`config.mk`:
```
export PLATFORM = sky130hd
export DESIGN_NAME = state_sequencer
export DESIGN_NICKNAME = d
export VERILOG_FILES = /design/src/rtl/state_sequencer_pkg.sv /design/src/rtl/state_sequencer_retire_counter.sv /design/src/rtl/state_sequencer.sv
export SDC_FILE = /design/constraint.sdc
export NUM_CORES = 1
export LEC_CHECK = 0
export ABC_AREA = 1
export CAP_MARGIN = 10
export CORE_ASPECT_RATIO = 1.4
export CORE_MARGIN = 2
export CORE_UTILIZATION = 49
export DETAILED_ROUTE_END_ITERATION = 10
export PLACE_DENSITY = 0.8
export RECOVER_POWER = 100
export SYNTH_ARGS = -nofsm -noshare
export SYNTH_HDL_FRONTEND = slang
export SYNTH_SLANG_ARGS = --single-unit
export TNS_END_PERCENT = 5
```
`constraint.sdc`:
```
create_clock -name clk -period 1.71 [get_ports clk]
set_input_delay 0.2565 -clock clk [delete_from_list [all_inputs] [get_ports clk]]
set_output_delay 0.2565 -clock clk [all_outputs]
set_load 0.05 [all_outputs]
```
`src/rtl/state_sequencer_pkg.sv`:
```
// Shared state encoding and opcodes for the control-unit sequencer and decoder.
package state_sequencer_pkg;

    localparam int unsigned GRP_W   = 7;
    localparam int unsigned STP_W   = 5;
    localparam int unsigned STATE_W = GRP_W + STP_W;
    localparam int unsigned OPC_W   = 4;

    // Group bit indices within the grp field
    localparam int unsigned GRP_R    = 6;
    localparam int unsigned GRP_F    = 5;
    localparam int unsigned GRP_MOV  = 4;
    localparam int unsigned GRP_LD   = 3;
    localparam int unsigned GRP_ST   = 2;
    localparam int unsigned GRP_HALT = 1;
    localparam int unsigned GRP_ILL  = 0;

    localparam logic [OPC_W-1:0] OP_MOV  = 4'h1;
    localparam logic [OPC_W-1:0] OP_LD   = 4'h2;
    localparam logic [OPC_W-1:0] OP_ST   = 4'h3;
    localparam logic [OPC_W-1:0] OP_HALT = 4'hF;

    // One-hot group and step fields positioned inside the 12-bit state code
    localparam logic [STATE_W-1:0] G_R    = STATE_W'(1) << (STP_W + GRP_R);
    localparam logic [STATE_W-1:0] G_F    = STATE_W'(1) << (STP_W + GRP_F);
    localparam logic [STATE_W-1:0] G_MOV  = STATE_W'(1) << (STP_W + GRP_MOV);
    localparam logic [STATE_W-1:0] G_LD   = STATE_W'(1) << (STP_W + GRP_LD);
    localparam logic [STATE_W-1:0] G_ST   = STATE_W'(1) << (STP_W + GRP_ST);
    localparam logic [STATE_W-1:0] G_HALT = STATE_W'(1) << (STP_W + GRP_HALT);
    localparam logic [STATE_W-1:0] G_ILL  = STATE_W'(1) << (STP_W + GRP_ILL);
    localparam logic [STATE_W-1:0] P0     = STATE_W'(1);
    localparam logic [STATE_W-1:0] P1     = STATE_W'(2);
    localparam logic [STATE_W-1:0] P2     = STATE_W'(4);
    localparam logic [STATE_W-1:0] P3     = STATE_W'(8);
    localparam logic [STATE_W-1:0] P4     = STATE_W'(16);

    typedef enum logic [STATE_W-1:0] {
        S_R    = G_R    | P0,
        S_F0   = G_F    | P0,
        S_F1   = G_F    | P1,
        S_F2   = G_F    | P2,
        S_MOV0 = G_MOV  | P0,
        S_LD0  = G_LD   | P0,
        S_LD1  = G_LD   | P1,
        S_LD2  = G_LD   | P2,
        S_LD3  = G_LD   | P3,
        S_LD4  = G_LD   | P4,
        S_ST0  = G_ST   | P0,
        S_ST1  = G_ST   | P1,
        S_ST2  = G_ST   | P2,
        S_ST3  = G_ST   | P3,
        S_ST4  = G_ST   | P4,
        S_HALT = G_HALT | P0,
        S_ILL  = G_ILL  | P0
    } state_t;

    // Final execute step of each instruction; end_sq is expected here
    function automatic logic is_last_step(state_t s);
        return (s == S_MOV0) || (s == S_LD4) || (s == S_ST4) || (s == S_HALT);
    endfunction

    // Same group, one-hot step shifted up by one
    function automatic state_t next_step(state_t s);
        return state_t'({s[STATE_W-1:STP_W], s[STP_W-2:0], 1'b0});
    endfunction

endpackage

```
`src/rtl/state_sequencer_retire_counter.sv`:
```
// Retired-instruction counter: enable-increment, wraps, async active-low clear.
module retire_counter #(
    parameter int unsigned CNT_W = 16
) (
    input  logic             clk,
    input  logic             rst_n,
    input  logic             en,
    output logic [CNT_W-1:0] cnt
);

    // Count one per enabled cycle, wrapping from all-ones to zero
    always_ff @(posedge clk or negedge rst_n) begin
        if (!rst_n) begin
            cnt <= '0;
        end else if (en) begin
            cnt <= cnt + CNT_W'(1);
        end
    end

endmodule

```
`src/rtl/state_sequencer.sv`:
```
// Control-unit sequencer: reset, fetch and execute steps with monitor run/step control.
module state_sequencer
    import state_sequencer_pkg::*;
#(
    parameter int unsigned RESET_CYCLES = 2,
    parameter int unsigned CNT_W        = 16
) (
    input  logic               clk,
    input  logic               rst_n,
    input  logic [7:0]         rd,
    input  logic               end_sq,
    input  logic               pause_cc,
    input  logic               run,
    input  logic               step,
    output logic [STATE_W-1:0] state,
    output logic               stopped,
    output logic               halted,
    output logic               illegal,
    output logic [CNT_W-1:0]   retire_cnt
);

    localparam int unsigned       RCNT_W    = $clog2(RESET_CYCLES + 1);
    localparam logic [RCNT_W-1:0] RCNT_LAST = RCNT_W'(RESET_CYCLES - 1);

    state_t            state_q;
    logic [RCNT_W-1:0] rst_cnt;
    logic              gate_c;
    logic              exec_c;
    logic              retire_en_c;
    logic              unused_rd_low;

    // Instruction boundary gate and retire qualification
    always_comb begin
        gate_c      = run | step;
        // MOV, LD, ST and HALT group bits are contiguous in the state code
        exec_c      = |state_q[STP_W + GRP_HALT +: 4];
        retire_en_c = exec_c & ~pause_cc & end_sq;
    end

    assign unused_rd_low = ^rd[3:0];

    // Sequencer state, reset-delay counter and illegal pulse
    always_ff @(posedge clk or negedge rst_n) begin
        if (!rst_n) begin
            state_q <= S_R;
            rst_cnt <= '0;
            illegal <= 1'b0;
        end else begin
            illegal <= 1'b0;
            case (state_q)
                S_R: begin
                    if (rst_cnt == RCNT_LAST) begin
                        state_q <= S_F0;
                    end else begin
                        rst_cnt <= rst_cnt + RCNT_W'(1);
                    end
                end
                S_F0: begin
                    if (gate_c) begin
                        state_q <= S_F1;
                    end
                end
                S_F1: state_q <= S_F2;
                S_F2: begin
                    case (rd[7:4])
                        OP_MOV:  state_q <= S_MOV0;
                        OP_LD:   state_q <= S_LD0;
                        OP_ST:   state_q <= S_ST0;
                        OP_HALT: state_q <= S_HALT;
                        default: state_q <= S_ILL;
                    endcase
                end
                S_ILL: begin
                    state_q <= S_F0;
                    illegal <= 1'b1;
                end
                default: begin
                    if (pause_cc) begin
                        state_q <= state_q;
                    end else if (end_sq) begin
                        state_q <= S_F0;
                    end else if (is_last_step(state_q)) begin
                        state_q <= S_F0;
                        illegal <= 1'b1;
                    end else begin
                        state_q <= next_step(state_q);
                    end
                end
            endcase
        end
    end

    assign state   = state_q;
    assign halted  = state_q[STP_W + GRP_HALT];
    assign stopped = (state_q == S_F0) & ~gate_c;

    retire_counter #(
        .CNT_W (CNT_W)
    ) u_retire (
        .clk   (clk),
        .rst_n (rst_n),
        .en    (retire_en_c),
        .cnt   (retire_cnt)
    );

endmodule

```
# --- Word level (Yosys, flattened, before mapping) ---
# Cells that the tools add are included.
classes:
  add_sub_neg: 2
  n_eq_ne: 17
  mux: 11
  n_bitwise: 7
  reduce_logical: 9
ops:
  columns: ["op", "n"]
  rows:
  - ["2-to-1 mux 12 bit", 5]
  - ["case mux 12 bit (5 select lines)", 1]
  - ["case mux 10 bit (4 select lines)", 1]
  - ["equality test 12 x 11 -> 1 bit (second input constant)", 3]
  - ["adder 16 x 1 -> 16 bit (second input constant)", 1]
  - ["equality test 12 x 10 -> 1 bit (second input constant)", 1]
  - ["equality test 12 bit (second input constant)", 1]
  - ["equality test 12 x 6 -> 1 bit (second input constant)", 1]
  - ["equality test 12 x 7 -> 1 bit (second input constant)", 1]
  - ["equality test 12 x 8 -> 1 bit (second input constant)", 1]
  - ["equality test 12 x 9 -> 1 bit (second input constant)", 1]
  - ["equality test 4 x 2 -> 1 bit (second input constant)", 2]
  - ["OR reduction 4 bit", 2]
  - ["nonzero test 7 bit", 1]
  - ["!= test 6 x 1 -> 1 bit (second input constant)", 1]
  - ["equality test 4 x 1 -> 1 bit (second input constant)", 1]
  - ["equality test 4 bit (second input constant)", 1]
  - ["!= test 2 bit (second input constant)", 2]
  - ["AND reduction 4 bit", 1]
  - ["bitwise AND 1 bit", 3]
  - ["logical OR 1 bit", 3]
  - ["2-to-1 mux 1 bit", 3]
  - ["inverter 1 bit", 3]
  - ["AND reduction 3 bit", 1]
  - ["other kinds (5)", 5]
word_totals:
  register_bits: 31
  inputBits: 14
  output_inout_bits: 31
  word_cells: 51

# --- Logic depth before layout (Yosys ltp) ---
logic_depth:
  ltp_word: 8
  depth_mapped: 11
  ltp_nobuf: 11

# --- Hierarchy ---
# A second synthesis with hierarchy kept.
hier_totals:
  cells_unflattened: 255
  hier_area_um2: 1863.0
by_module_without_submodules:
  columns: ["mod", "n_inst", "cells_per_inst", "area_per_inst_um2", "seq_area_each_um2"]
  rows:
  - ["state_sequencer", 1, 158, 1049.8, 377.9]
  - ["retire_counter", 1, 97, 813.3, 400.4]

# --- Least setup slack after synthesis ---
# No wires, ideal clock.
synth_timing:
  path_type: "register -> output"
  startpoint: "reg state_q[0], in the netlist state[0]"
  endpoint: "out stopped"
  arrival_ns: 1.587
  required_time_ns: 1.454
  path_slack_ns: -0.134
  path_stages_with_launch: 7
  path_cell_list: "dfstp_2 > nand2_1 > nor2_4 > inv_1 > nor2_1 > nand2_1 > inv_1"
synth_between:
  elab_chain_cells: 2
synth_lines:
  columns: ["item", "line_no", "rtl"]
  rows:
  - ["start, declared", "state_sequencer.sv:25", "state_t state_q;"]
  - ["start signal, assigned", "state_sequencer.sv:79", "state_q <= state_q;"]
  - ["start signal, assigned", "state_sequencer.sv:86", "state_q <= next_step(state_q);"]
  - ["equality test 12 x 11 -> 1 bit", "state_sequencer.sv:95", "assign stopped = (state_q == S_F0) & ~gate_c;"]
  - ["bitwise AND 1 bit", "state_sequencer.sv:95", null]
  - ["end, declared", "state_sequencer.sv:16", "output logic stopped,"]
# No other way between the ends.

# --- Worst setup path in the final report ---
layout_timing:
  startpoint: "reg state_q[11], in the netlist state[11]"
  endpoint: "out stopped"
# The elaborated chain is that of the path after synthesis.

==> impl_metrics.py <==
metrics = {
    "layout": {
        "postLayoutCellArea_mm2": 0.00259,
        "post_route_cells_drive_above_1_share": 0.359,
        "layout.filler_cells": 268,
        "fin_cells": 349,
        "flow.area_growth_from_synthesis_pct": 45.4,
        "final_nets": 324,
        "insertedDiodeCount": 0,
        "final_design_utilization": 0.752,
    },
    "global_route": {
        "grt_first_pass_wirelength_um": 7160,
        "antenna_violations_before_repair": 0,
        "groute.usage.overall": 0.242,
        "first_global_vias": 1638,
        "grt_start_max_net_pins": 32,
        "grt_overflow": 0,
    },
    "power_and_ir_drop": {
        "power_frac_clock": 0.185,
        "power.density_cell_area_mw_per_mm2": 1280,
        "p_leak_nw": 1.35,
        "switching_component_of_the_power_mw": 1.43,
        "design_power_total_mw": 3.32,
        "p_sw_frac": 0.431,
        "power.ir.vdd_worst_v": 0.00106,
        "comb_power_share": 0.533,
        "cellInternalPower_mw": 1.89,
        "seq_power_share": 0.281,
    },
    "clock_tree": {
        "clkTransAtPathRegs_ns": 0.07,
        "cts.htree.levels": 2,
        "cts.hold.buffers_added": 0,
        "cts.root.buffer_cell": "clkbuf_8",
        "ctsLongestPathBuffers": 2,
        "tritoncts": "built",
        "clk_latency_ns": 0.29,
        "tritoncts.num_buffers": 5,
        "clock_sink_count": 31,
    },
    "synthesis": {
        "yosys_warnings": 0,
        "synth.avg_cell_area_um2": 7.84,
        "synth_edf_count": 0,
        "async_reset_ff_frac": 1.00,
        "synth.top_cells.by_count": "56 x nand2_1, 31 x inv_1, 29 x dfrtp_1",
        "yosysMostFrequentCell": "nand2_1",
        "synth_largest_type_area_fraction": 0.408,
        "netlist_instances": 227,
        "yosys.cell_types.count": 24,
        "synth_area_leader_cell": "dfrtp_1",
        "syn-cell-area_mm2": 0.00178,
        "top_cells_by_area_in_the_synthesized_netlist": "dfrtp_1 41%, nand2_1 12%, nand3_1 6.8%",
        "ys_dominant_reg_cell": "dfrtp_1",
        "synth_nets": 243,
        "synth_seq_cells": 31,
        "synth.yosys.seq_area_share": 0.437,
    },
    "critical_path": {
        "timing.reg2reg.setup_slack_ns": -0.04,
        "r2r-start": "state[11]",
        "critPathRequiredTime_ns": 1.45,
        "crit_path_end": "stopped",
        "r2r-end": "state[10]",
        "crit_type": "reg2out",
        "crit_arrival_ns": 1.51,
        "r2r.worst_path.cells": 11,
        "endpoint_kind": "output port",
        "timing.critical_path.from_type": "flip-flop",
        "worstSetupStartpoint": "state[11]",
        "cp_max_fo": 4,
    },
    "die": {
        "num_io_pins": 45,
        "fp.coreArea_mm2": 0.00344,
        "starting_density": 0.517,
        "die_height_um": 75.3,
        "dieArea_mm2": 0.00414,
        "placement_rows": 25,
        "die-width_um": 54.9,
    },
    "route": {
        "remaining_drc_errors": 0,
        "finalWirelength_um": 4570,
        "drt_iter0_drc": 51,
        "routedWlPerCell_um": 13.1,
        "ant_nets": 0,
        "vias": 1774,
        "drt_first_pass_iters": 4,
        "via_cell_ratio": 5.08,
    },
    "place": {
        "placed_instances": 332,
        "placed_cell_area_mm2": 0.00240,
        "place_hpwl_um": 3040,
        "place.gp.congestion": 0.889,
        "placement.io_buffers": 40,
    },
    "timing": {
        "hold_violations": 0,
        "worst-slew-pin-transition_ns": 0.776,
        "fin_crit_sh": 1.03,
        "achievable-frequency_mhz": 567,
        "max_slew_margin": 0.483,
        "hold-worst-slack_ns": 0.488,
        "report.final.setup_viol": 5,
        "post-route-worst-setup-slack_ns": -0.0528,
        "finalWorstPathRequiredPeriod_ns": 1.76,
        "finClkSkew_ns": 0.00792,
        "number_of_pins_exceeding_their_max_slew_limit_in_the_final_report": 0,
        "grt_setup_unrepaired": "true",
    },
    "status": {
        "outcome": "complete, but fails checks",
        "violations": "negative setup slack",
    },
    "run": {
        "max_cap_check_violation_count": 0,
    },
    "min_path": {
        "holdCritPathClass": "reg2reg",
    },
}
-- power groups by stage --
stage	clock network, mW	registers [mW]	logic (mW)
after floorplan	0	1.24	0.631
after global placement	0	0.933	1.49
after detailed placement	0	0.938	1.50
after CTS	0.619	0.930	1.72
after global routing	0.662	0.946	1.89
final	0.615	0.934	1.77
-- placed cells by master (no fill, tap or decap) --
cell	netlist	routed
nor2_1	25	21
clkbuf_8	0	6
a21oi_1	3	3
buf_4	1	50
or2_2	1	1
buf_12	0	4
nand3_1	24	22
nand3_2	3	5
nand4_1	8	8
nor2_8	1	1
inv_2	2	8
inv_1	31	24
clkdlybuf4s50_1	0	8
o21ai_0	4	4
dfrtp_2	0	9
xnor2_1	6	6
dfstp_2	2	2
clkbuf_1	0	11
xor2_1	9	9
nand2_2	6	9
nor2_4	4	6
a21oi_4	1	1
dlygate4sd3_1	0	1
nor2_2	0	2
clkinv_2	0	1
nor4_1	1	1
nor3_1	6	6
buf_6	0	1
nand2_1	56	50
nand2_4	0	3
dfrtp_1	29	20
clkbuf_2	0	1
nand3b_1	1	1
clkinvlp_4	0	1
o21ai_1	1	1
ha_1	2	2
-- through the flow --
stage / TNS (ns) / setup slack, ns
floorplan: -0.106 / -0.0195
global placement: 0 / 0.000479
detailed placement: -0.0841 / -0.0200
CTS: -0.0463 / -0.0222
global route: -1.04 / -0.126
finish: -0.142 / -0.0528
-- per-layer routing --
| layer | global-route usage | up-vias | routed length [um] |
|---|---|---|---|
| met3 | 0.0686 | 15 | 184 |
| met2 | 0.413 | 47 | 2370 |
| li1 | - | 884 | - |
| met4 | 0.106 | 0 | 141 |
| met1 | 0.277 | 828 | 1880 |
| met5 | 0 | - | 0 |
-- flip-flops by register name (all words and copies together), names as in the netlist --
name,flops
rst_cnt,2
illegal,1
state,12
u_retire.cnt,16
-- logic make-up (layout without fill, tap and decap cells) --
family	after synthesis	in the layout	share of synthesized area
DFF	31	31	0.437
AOI/OAI and AO/OA	9	9	0.0316
xor gates and xnor gates	15	15	0.0738
and+or+nand+nor	136	136	0.369
buffers and inverters	34	116	0.0738
adders and majority gates	2	2	0.0141
-- how the worst min path moves through the flow --
stage               start          to  slack [ns]  cells after the start
2_1_floorplan       rst_n     illegal       -0.04                      0
3_3_place_gp   rst_cnt[0]  rst_cnt[0]        0.46                      1
3_5_place_dp   rst_cnt[1]  rst_cnt[1]        0.47                      2
4_1_cts             rst_n     illegal        0.37                      2
5_1_grt        rst_cnt[1]  rst_cnt[1]        0.50                      2
6_report       rst_cnt[1]  rst_cnt[1]        0.49                      2
-- layout make-up --
cell class,count,area (um^2),area share
clock buffers,7,86.3,0.0334
clock inverters,1,5.00,0.00193
well taps,40,50.0,0.0193
flip-flops and latches,31,790,0.305
multi-input cells,162,930,0.359
repair buffers,75,599,0.232
inverters,33,128,0.0493
-- critical path, stage by stage (launching register included) --
cell,delay (ns)
dfstp_2,0.58
inv_2,0.05
nand2_2,0.07
nor2_4,0.05
nand2_2,0.08
nor2_4,0.04
nand2_2,0.08
clkinvlp_4,0.10
buf_12,0.15
-- timing repair --
action,in CTS,in global routing
pin swaps,10,6
gates resized for setup,15,5
setup buffers,7,2
endpoints found under the setup margin,7,14
(Power assumes the default switching activity.)
